--- src/rtl/branch_predictor.sv ---
// RV32I front-end predictor: direct-mapped BTB with saturating direction counters,
// a return-address stack trained from EX, and mispredict detection/counting.
module branch_predictor #(
  parameter int XLEN      = 32,
  parameter int ENTRIES   = 16,
  parameter int TAG_W     = 8,
  parameter int CTR_W     = 2,
  parameter int RAS_DEPTH = 4,
  parameter int CNT_W     = 16
) (
  input  logic            clk,
  input  logic            rst,
  input  logic [XLEN-1:0] lookup_pc,
  output logic            pred_taken,
  output logic [XLEN-1:0] pred_target,
  input  logic            upd_valid,
  input  logic [XLEN-1:0] upd_pc,
  input  logic [1:0]      upd_type,
  input  logic            upd_is_call,
  input  logic            upd_taken,
  input  logic [XLEN-1:0] upd_target,
  input  logic            upd_pred_taken,
  input  logic [XLEN-1:0] upd_pred_target,
  output logic            mispredict,
  output logic [CNT_W-1:0] mispred_cnt
);
  localparam int IDX = $clog2(ENTRIES);
  localparam int RP  = $clog2(RAS_DEPTH);
  localparam logic [CTR_W-1:0] CTR_MID  = CTR_W'(1) << (CTR_W - 1);
  localparam logic [RP:0]      RAS_FULL = (RP+1)'(RAS_DEPTH);

  localparam logic [1:0] T_COND = 2'b00;
  localparam logic [1:0] T_JMP  = 2'b01;
  localparam logic [1:0] T_RET  = 2'b10;
  localparam logic [1:0] T_NONE = 2'b11;

  typedef struct packed {
    logic             vld;
    logic [TAG_W-1:0] tag;
    logic [1:0]       ty;
    logic [XLEN-1:0]  tgt;
    logic [CTR_W-1:0] ctr;
  } btb_t;

  btb_t            btb_q [ENTRIES];
  logic [XLEN-1:0] ras_q [RAS_DEPTH];
  logic [RP-1:0]   ras_ptr_q, ras_ptr_d;
  logic [RP:0]     ras_cnt_q, ras_cnt_d;
  logic [CNT_W-1:0] mcnt_q, mcnt_d;

  // ---------------- lookup ----------------
  logic [IDX-1:0]   l_idx;
  logic [TAG_W-1:0] l_tag;
  btb_t             l_ent;
  logic             l_hit;
  logic [XLEN-1:0]  l_pc4, ras_top;

  assign l_idx   = lookup_pc[IDX+1:2];
  assign l_tag   = lookup_pc[IDX+TAG_W+1:IDX+2];
  assign l_ent   = btb_q[l_idx];
  assign l_hit   = l_ent.vld && (l_ent.tag == l_tag);
  assign l_pc4   = lookup_pc + XLEN'(4);
  assign ras_top = ras_q[ras_ptr_q - RP'(1)];

  always_comb begin
    pred_taken  = 1'b0;
    pred_target = l_pc4;
    if (l_hit) begin
      case (l_ent.ty)
        T_COND: begin
          pred_taken = l_ent.ctr[CTR_W-1];
          if (l_ent.ctr[CTR_W-1]) pred_target = l_ent.tgt;
        end
        T_JMP: begin
          pred_taken  = 1'b1;
          pred_target = l_ent.tgt;
        end
        T_RET: begin
          pred_taken  = 1'b1;
          pred_target = (ras_cnt_q != '0) ? ras_top : l_ent.tgt;
        end
        default: ;
      endcase
    end
  end

  // ---------------- resolve / train ----------------
  logic             upd_en;
  logic [IDX-1:0]   u_idx;
  logic [TAG_W-1:0] u_tag;
  btb_t             u_ent, ent_d;
  logic             u_hit, wr_en;

  assign upd_en     = upd_valid && (upd_type != T_NONE);
  assign mispredict = upd_en && ((upd_taken != upd_pred_taken) ||
                                 (upd_taken && (upd_target != upd_pred_target)));
  assign u_idx = upd_pc[IDX+1:2];
  assign u_tag = upd_pc[IDX+TAG_W+1:IDX+2];
  assign u_ent = btb_q[u_idx];
  assign u_hit = u_ent.vld && (u_ent.tag == u_tag);

  always_comb begin
    ent_d = u_ent;
    wr_en = 1'b0;
    if (upd_en) begin
      if (u_hit) begin
        wr_en = 1'b1;
        if (upd_type == T_COND) begin
          if (upd_taken) begin
            ent_d.tgt = upd_target;
            if (u_ent.ctr != '1) ent_d.ctr = u_ent.ctr + CTR_W'(1);
          end else if (u_ent.ctr != '0) begin
            ent_d.ctr = u_ent.ctr - CTR_W'(1);
          end
        end else begin
          ent_d.ty  = upd_type;
          ent_d.tgt = upd_target;
        end
      end else if (upd_taken) begin
        // Allocation evicts whatever lives at this index.
        wr_en     = 1'b1;
        ent_d.vld = 1'b1;
        ent_d.tag = u_tag;
        ent_d.ty  = upd_type;
        ent_d.tgt = upd_target;
        ent_d.ctr = (upd_type == T_COND) ? CTR_MID : '1;
      end
    end
  end

  // RAS: pop first, then push, so call+return replaces the top in place.
  logic          do_pop, do_push;
  logic [RP-1:0] ptr_p;
  logic [RP:0]   cnt_p;
  logic [XLEN-1:0] push_val;

  assign do_pop   = upd_en && (upd_type == T_RET) && (ras_cnt_q != '0);
  assign do_push  = upd_en && upd_is_call;
  assign ptr_p    = do_pop ? ras_ptr_q - RP'(1) : ras_ptr_q;
  assign cnt_p    = do_pop ? ras_cnt_q - (RP+1)'(1) : ras_cnt_q;
  assign push_val = upd_pc + XLEN'(4);

  always_comb begin
    ras_ptr_d = ptr_p;
    ras_cnt_d = cnt_p;
    if (do_push) begin
      ras_ptr_d = ptr_p + RP'(1);
      if (cnt_p != RAS_FULL) ras_cnt_d = cnt_p + (RP+1)'(1);
    end
  end

  assign mcnt_d = (mispredict && (mcnt_q != '1)) ? mcnt_q + CNT_W'(1) : mcnt_q;

  always_ff @(posedge clk) begin
    if (!rst) begin
      for (int i = 0; i < ENTRIES; i++) btb_q[i] <= '0;
      ras_ptr_q <= '0;
      ras_cnt_q <= '0;
      mcnt_q    <= '0;
    end else begin
      if (wr_en)   btb_q[u_idx] <= ent_d;
      if (do_push) ras_q[ptr_p] <= push_val;
      ras_ptr_q <= ras_ptr_d;
      ras_cnt_q <= ras_cnt_d;
      mcnt_q    <= mcnt_d;
    end
  end

  assign mispred_cnt = mcnt_q;
endmodule

--- config.mk ---
export PLATFORM = sky130hd
export DESIGN_NAME = branch_predictor
export DESIGN_NICKNAME = d
export VERILOG_FILES = /design/src/rtl/branch_predictor.sv
export SDC_FILE = /design/constraint.sdc
export NUM_CORES = 2
export LEC_CHECK = 0
export BUFFER_PORTS_ARGS = -buffer_cell sky130_fd_sc_hd__buf_2
export CAP_MARGIN = 20
export CORE_ASPECT_RATIO = 1.2
export CORE_MARGIN = 3
export CORE_UTILIZATION = 30
export CTS_BUF_LIST = sky130_fd_sc_hd__clkbuf_2
export CTS_CLUSTER_DIAMETER = 60
export CTS_CLUSTER_SIZE = 8
export DETAILED_ROUTE_END_ITERATION = 8
export SLEW_MARGIN = 20
export SYNTH_ARGS = -nofsm -noshare
export SYNTH_HDL_FRONTEND = slang
export SYNTH_SLANG_ARGS = --single-unit
--- constraint.sdc ---
create_clock -name clk -period 11.5 [get_ports clk]
set_input_delay 1.15 -clock clk [delete_from_list [all_inputs] [get_ports clk]]
set_output_delay 1.15 -clock clk [all_outputs]
set_load 0.01 [all_outputs]
==> results by group <==
Synthesis
  • Ranking of synthesized cells by area: edfxtp_1 57%, mux4_2 21%, nor2_1 6.0%, mux2i_1 2.8%, clkbuf_1 1.3%
  • Summed instance area of the synthesized netlist: 44800 sq um
  • Top post-synthesis cells by count: 848 x edfxtp_1, 717 x nor2_1, 411 x mux4_2
  • Sequential fraction of the synthesis area: 57.8%
  • Cell with the most instances after synthesis: edfxtp_1
  • Library cell occupying the most area in the post-synthesis netlist: edfxtp_1
  • Syn Area/Cell: 14.5 sq um
  • Distinct cell type count of the synthesized netlist: 62
  • Count of flip-flops with a built-in enable after synthesis: 848
  • Area share of the largest cell type after synthesis: 56.9%
  • Synth Instances: around 3.1k
  • Total nets after synthesis: 3250
  • Synth async-reset ratio: 0%
  • Most used flip-flop cell after synthesis: edfxtp_1
  • Yosys warnings: 0
  • Register bit total from synthesis: around 870

Setup path
  • Top cell family by delay on the critical path: simple AND/OR/NAND/NOR gates
  • Worst setup path category: input pin to output port
  • Critical Path End Type: output port
  • Path depth of the worst reg2reg path: 8
  • Crit path launch type: input pin
  • Startpoint of the most critical register-to-register path: btb_q[13][39]
  • Buffering stage count on the worst path with inverters included: 4
  • Slowest stage cell on the critical path: buf_4
  • Critical-path cell list: buf_2, buf_4, nor2b_1, a221oi_1, o21ai_0, and2_1, inv_1, ha_1, nor4_1, nand3_2, o21ai_0, buf_2
  • Maximum cell stage delay along the critical path: 0.63 ns
  • Crit Path Max Fanout: 34
  • Flop2flop setup slack: about 6 ns
  • Reg2Reg Capture Point: btb_q[1][34]
  • Endpoint arrival time on the critical path: between 5 and 6 ns
  • CP Data Required Time: 10.35 ns

Final layout
  • Post-layout utilization of the core: 33.1%
  • Storage cell area: 25900 sq um
  • Number of filler instances in the final layout: 14.6k
  • Post-route insts no fill: around 5.2k
  • Total number of nets in the final design: 3370
  • Multi-input gate area: 17800 sq um
  • Share of post-route cells with drive strength above 1: 27.1%
  • Area grow syn2layout: 9.01%

Global route
  • Maximum number of pins on one net before global-route repair: 85
  • Global-route wire length before repair: 208000 um
  • Overall global routing resource usage: 18.6%
  • Vias in the first global route: 29.3k
  • Met2 global-route usage: 31.5%
  • Initial antenna violation count: 22
  • Met3 Track Usage GR: 3.72%
  • Global-route met1 utilization: 23.6%
  • Gr ovfl total: 0
  • Gr busiest metal: met2

Power and ir drop
  • Combinational fraction of design power: 16.0%
  • Sw Ratio: 28.7%
  • Worst-case vdd ir drop: 0.0000681 V
  • Power density relative to cell area: 125 nW/um^2
  • Pwr Total: 0.00611 W
  • Static leakage power: 16.6 nW
  • Relative contribution of the clock network to total power: 24.7%
  • Internal power contribution: roughly 0.0044 W
  • Sequential group share of total power: between 50% and 60%
  • Switching power total: between 0.0015 and 0.002 W

Drt
  • Final routed wire length divided by cell count: roughly 28 um
  • Number of vias in the routed layout: 29.1k
  • Number of optimization iterations in the first detailed-route pass: 6
  • Post-route DRC violation count: 0
  • Violation count after the first detailed-routing iteration: 3351
  • DRT antenna net count: 0
  • Vias per std cell: 5.58
  • Sum of routed wire length over all layers: 146000 um

Timing
  • Highest achievable clock rate: roughly 150 MHz
  • Final slew viol count: 0
  • Maximum clock skew at final layout: 0.152 ns
  • Final period utilization: 56.9%
  • Setup repair after global routing missed its margin: no
  • Max-slew headroom: 26.4%
  • Hold violation count in the final report: 0
  • Post-layout min period: 6.54 ns
  • Worst slew pin tran: 1.10 ns
  • Worst hold slack: 0.168 ns
  • Number of setup violations in the final report: 0
  • Sum of negative setup slack: 0 ns

Clock tree
  • Register clock-pin slew on the reported worst setup and hold paths: 0.15 ns
  • Clock tree from TritonCTS: built
  • Root cell of the clock tree: clkbuf_2
  • Total clock buffers created by CTS: 120
  • Sink count of the clock tree: approximately 870
  • H-tree lvl count: 3
  • Clock Tree Buf Depth: 3
  • Worst skew pair latency: 1.43 ns
  • Buffer count from post-CTS setup fixing: 0

Hold path
  • Source of the worst hold timing path: upd_pc[22]
  • Destination of the worst hold path: ras_q[3][22]
  • Tightest Hold Check Type: input pin to flip-flop
  • Worst hold stages: 2

Placement
  • Placed insts: roughly 5.0k
  • DP Wirelength: between 80000 and 90000 um
  • PortBufs: 185
  • Final Wtd Congestion: 0.862

Floorplan
  • Floorplan Core Area: 148000 sq um
  • Starting utilization of the core area: 30.3%
  • Number of core rows: approximately 150
  • Die boundary height: around 430 um
  • IO Count: around 190
  • Die area: 154000 sq um
  • Overall die width: approximately 360 um

Job
  • Count of maximum capacitance violations: 0

Status
  • Status: finished clean
cell type report:
| cell class | count | area share [%] |
|---|---|---|
| clock buffers | 141 | 1.45 |
| multi-input cells | 1922 | 36.5 |
| inverters | 38 | 0.292 |
| flip-flops and latches | 869 | 53.1 |
| well taps | 1950 | 5.00 |
| clock inverters | 11 | 0.336 |
| diodes | 9 | 0.0462 |
| repair buffers | 265 | 3.28 |
worst reg2reg max path, cell delays in order (launching register included):
cell	delay [ns]
edfxtp_1	0.43
mux4_2	0.48
mux2_2	0.30
mux2i_1	0.44
o221a_2	0.30
and4_1	0.22
a21o_1	0.84
nand3_4	0.91
nand2_4	1.02
state kept, by name (all words and copies together), names as in the netlist:
name and flops:
btb_q 720, ras_q 128, mispred_cnt 16, ras_cnt_q 3, ras_ptr_q 2
cell families (layout without fill, tap and decap cells):
| kind of cell | count (synthesis) | in the layout | share of synthesized area, % |
|---|---|---|---|
| simple gates | 1030 | 1030 | 9.54 |
| flops | 869 | 869 | 57.8 |
| mux | 544 | 544 | 23.7 |
| buf+inv | 305 | 455 | 2.91 |
| compound gates | 210 | 210 | 3.17 |
| xor+xnor | 119 | 119 | 2.33 |
| fa+ha+maj | 19 | 19 | 0.526 |
| other cells | 0 | 9 | 0 |
per-stage QoR:
stage               cell area (sq um)  setup WS [ns]
floorplan                       44800           5.41
global placement                47800           4.32
detailed placement              47800           4.30
CTS                             48800           4.71
global route                    48800           4.64
finish                          48800           4.96
power by group through the flow:
stage	Clock [W]	Sequential, W	Combinational (W)
after floorplan	0	0.00367	0.000613
after CTS	0.00154	0.00362	0.000978
after global placement	0	0.00369	0.000970
after detailed placement	0	0.00370	0.000975
after global routing	0.00166	0.00364	0.00103
final	0.00151	0.00362	0.000978
cells in the final DEF (no fill, tap or decap), types with 5 or more instances in the layout:
cell | synthesis | final
nand3_1 | 37 | 32
clkbuf_2 | 0 | 141
mux2i_1 | 126 | 122
a22oi_1 | 43 | 43
and2_1 | 22 | 22
a21oi_1 | 29 | 29
mux4_2 | 411 | 411
a221oi_1 | 10 | 10
nand2b_1 | 5 | 5
nor2b_1 | 10 | 9
ha_1 | 18 | 18
buf_4 | 9 | 76
edfxtp_1 | 848 | 848
nand2_4 | 0 | 20
o22ai_1 | 17 | 17
nor2_1 | 717 | 717
diode_2 | 0 | 9
nor3_1 | 49 | 49
nand2_2 | 0 | 8
o21ai_0 | 59 | 59
xnor2_1 | 66 | 66
nand2_1 | 123 | 95
nand4_1 | 20 | 20
and3_1 | 14 | 14
xor2_1 | 53 | 53
mux2_2 | 6 | 6
nor4_1 | 11 | 10
o221ai_1 | 17 | 17
and4_1 | 6 | 6
inv_1 | 37 | 36
or3_1 | 5 | 5
dfxtp_1 | 21 | 20
buf_2 | 75 | 179
routing by layer:
layer	routed length, um	vias up	part of all wire [%]
met5	58	-	0.040
met4	5400	8	3.7
met3	13200	320	9.1
met2	72800	1604	50
met1	54400	15000	37
li1	-	12100	-
what timing repair did:
item                                   4_1_cts  5_1_grt
endpoints found under the hold margin       14        0
hold buffers                                 4        0
gates resized for setup                      0        0
worst max path at each step:
stage,from,endpoint,slack [ns],depth (start not counted)
final,lookup_pc[4],pred_target[3],4.96,12
after global placement,upd_pc[2],btb_q[1][5],4.32,10
after global routing,lookup_pc[2],pred_target[4],4.64,9
after detailed placement,upd_pc[2],btb_q[1][25],4.30,10
after floorplan,lookup_pc[2],pred_target[30],5.41,19
after CTS,lookup_pc[2],pred_target[3],4.71,9
No activity file was read; power rests on OpenSTA's default activity.
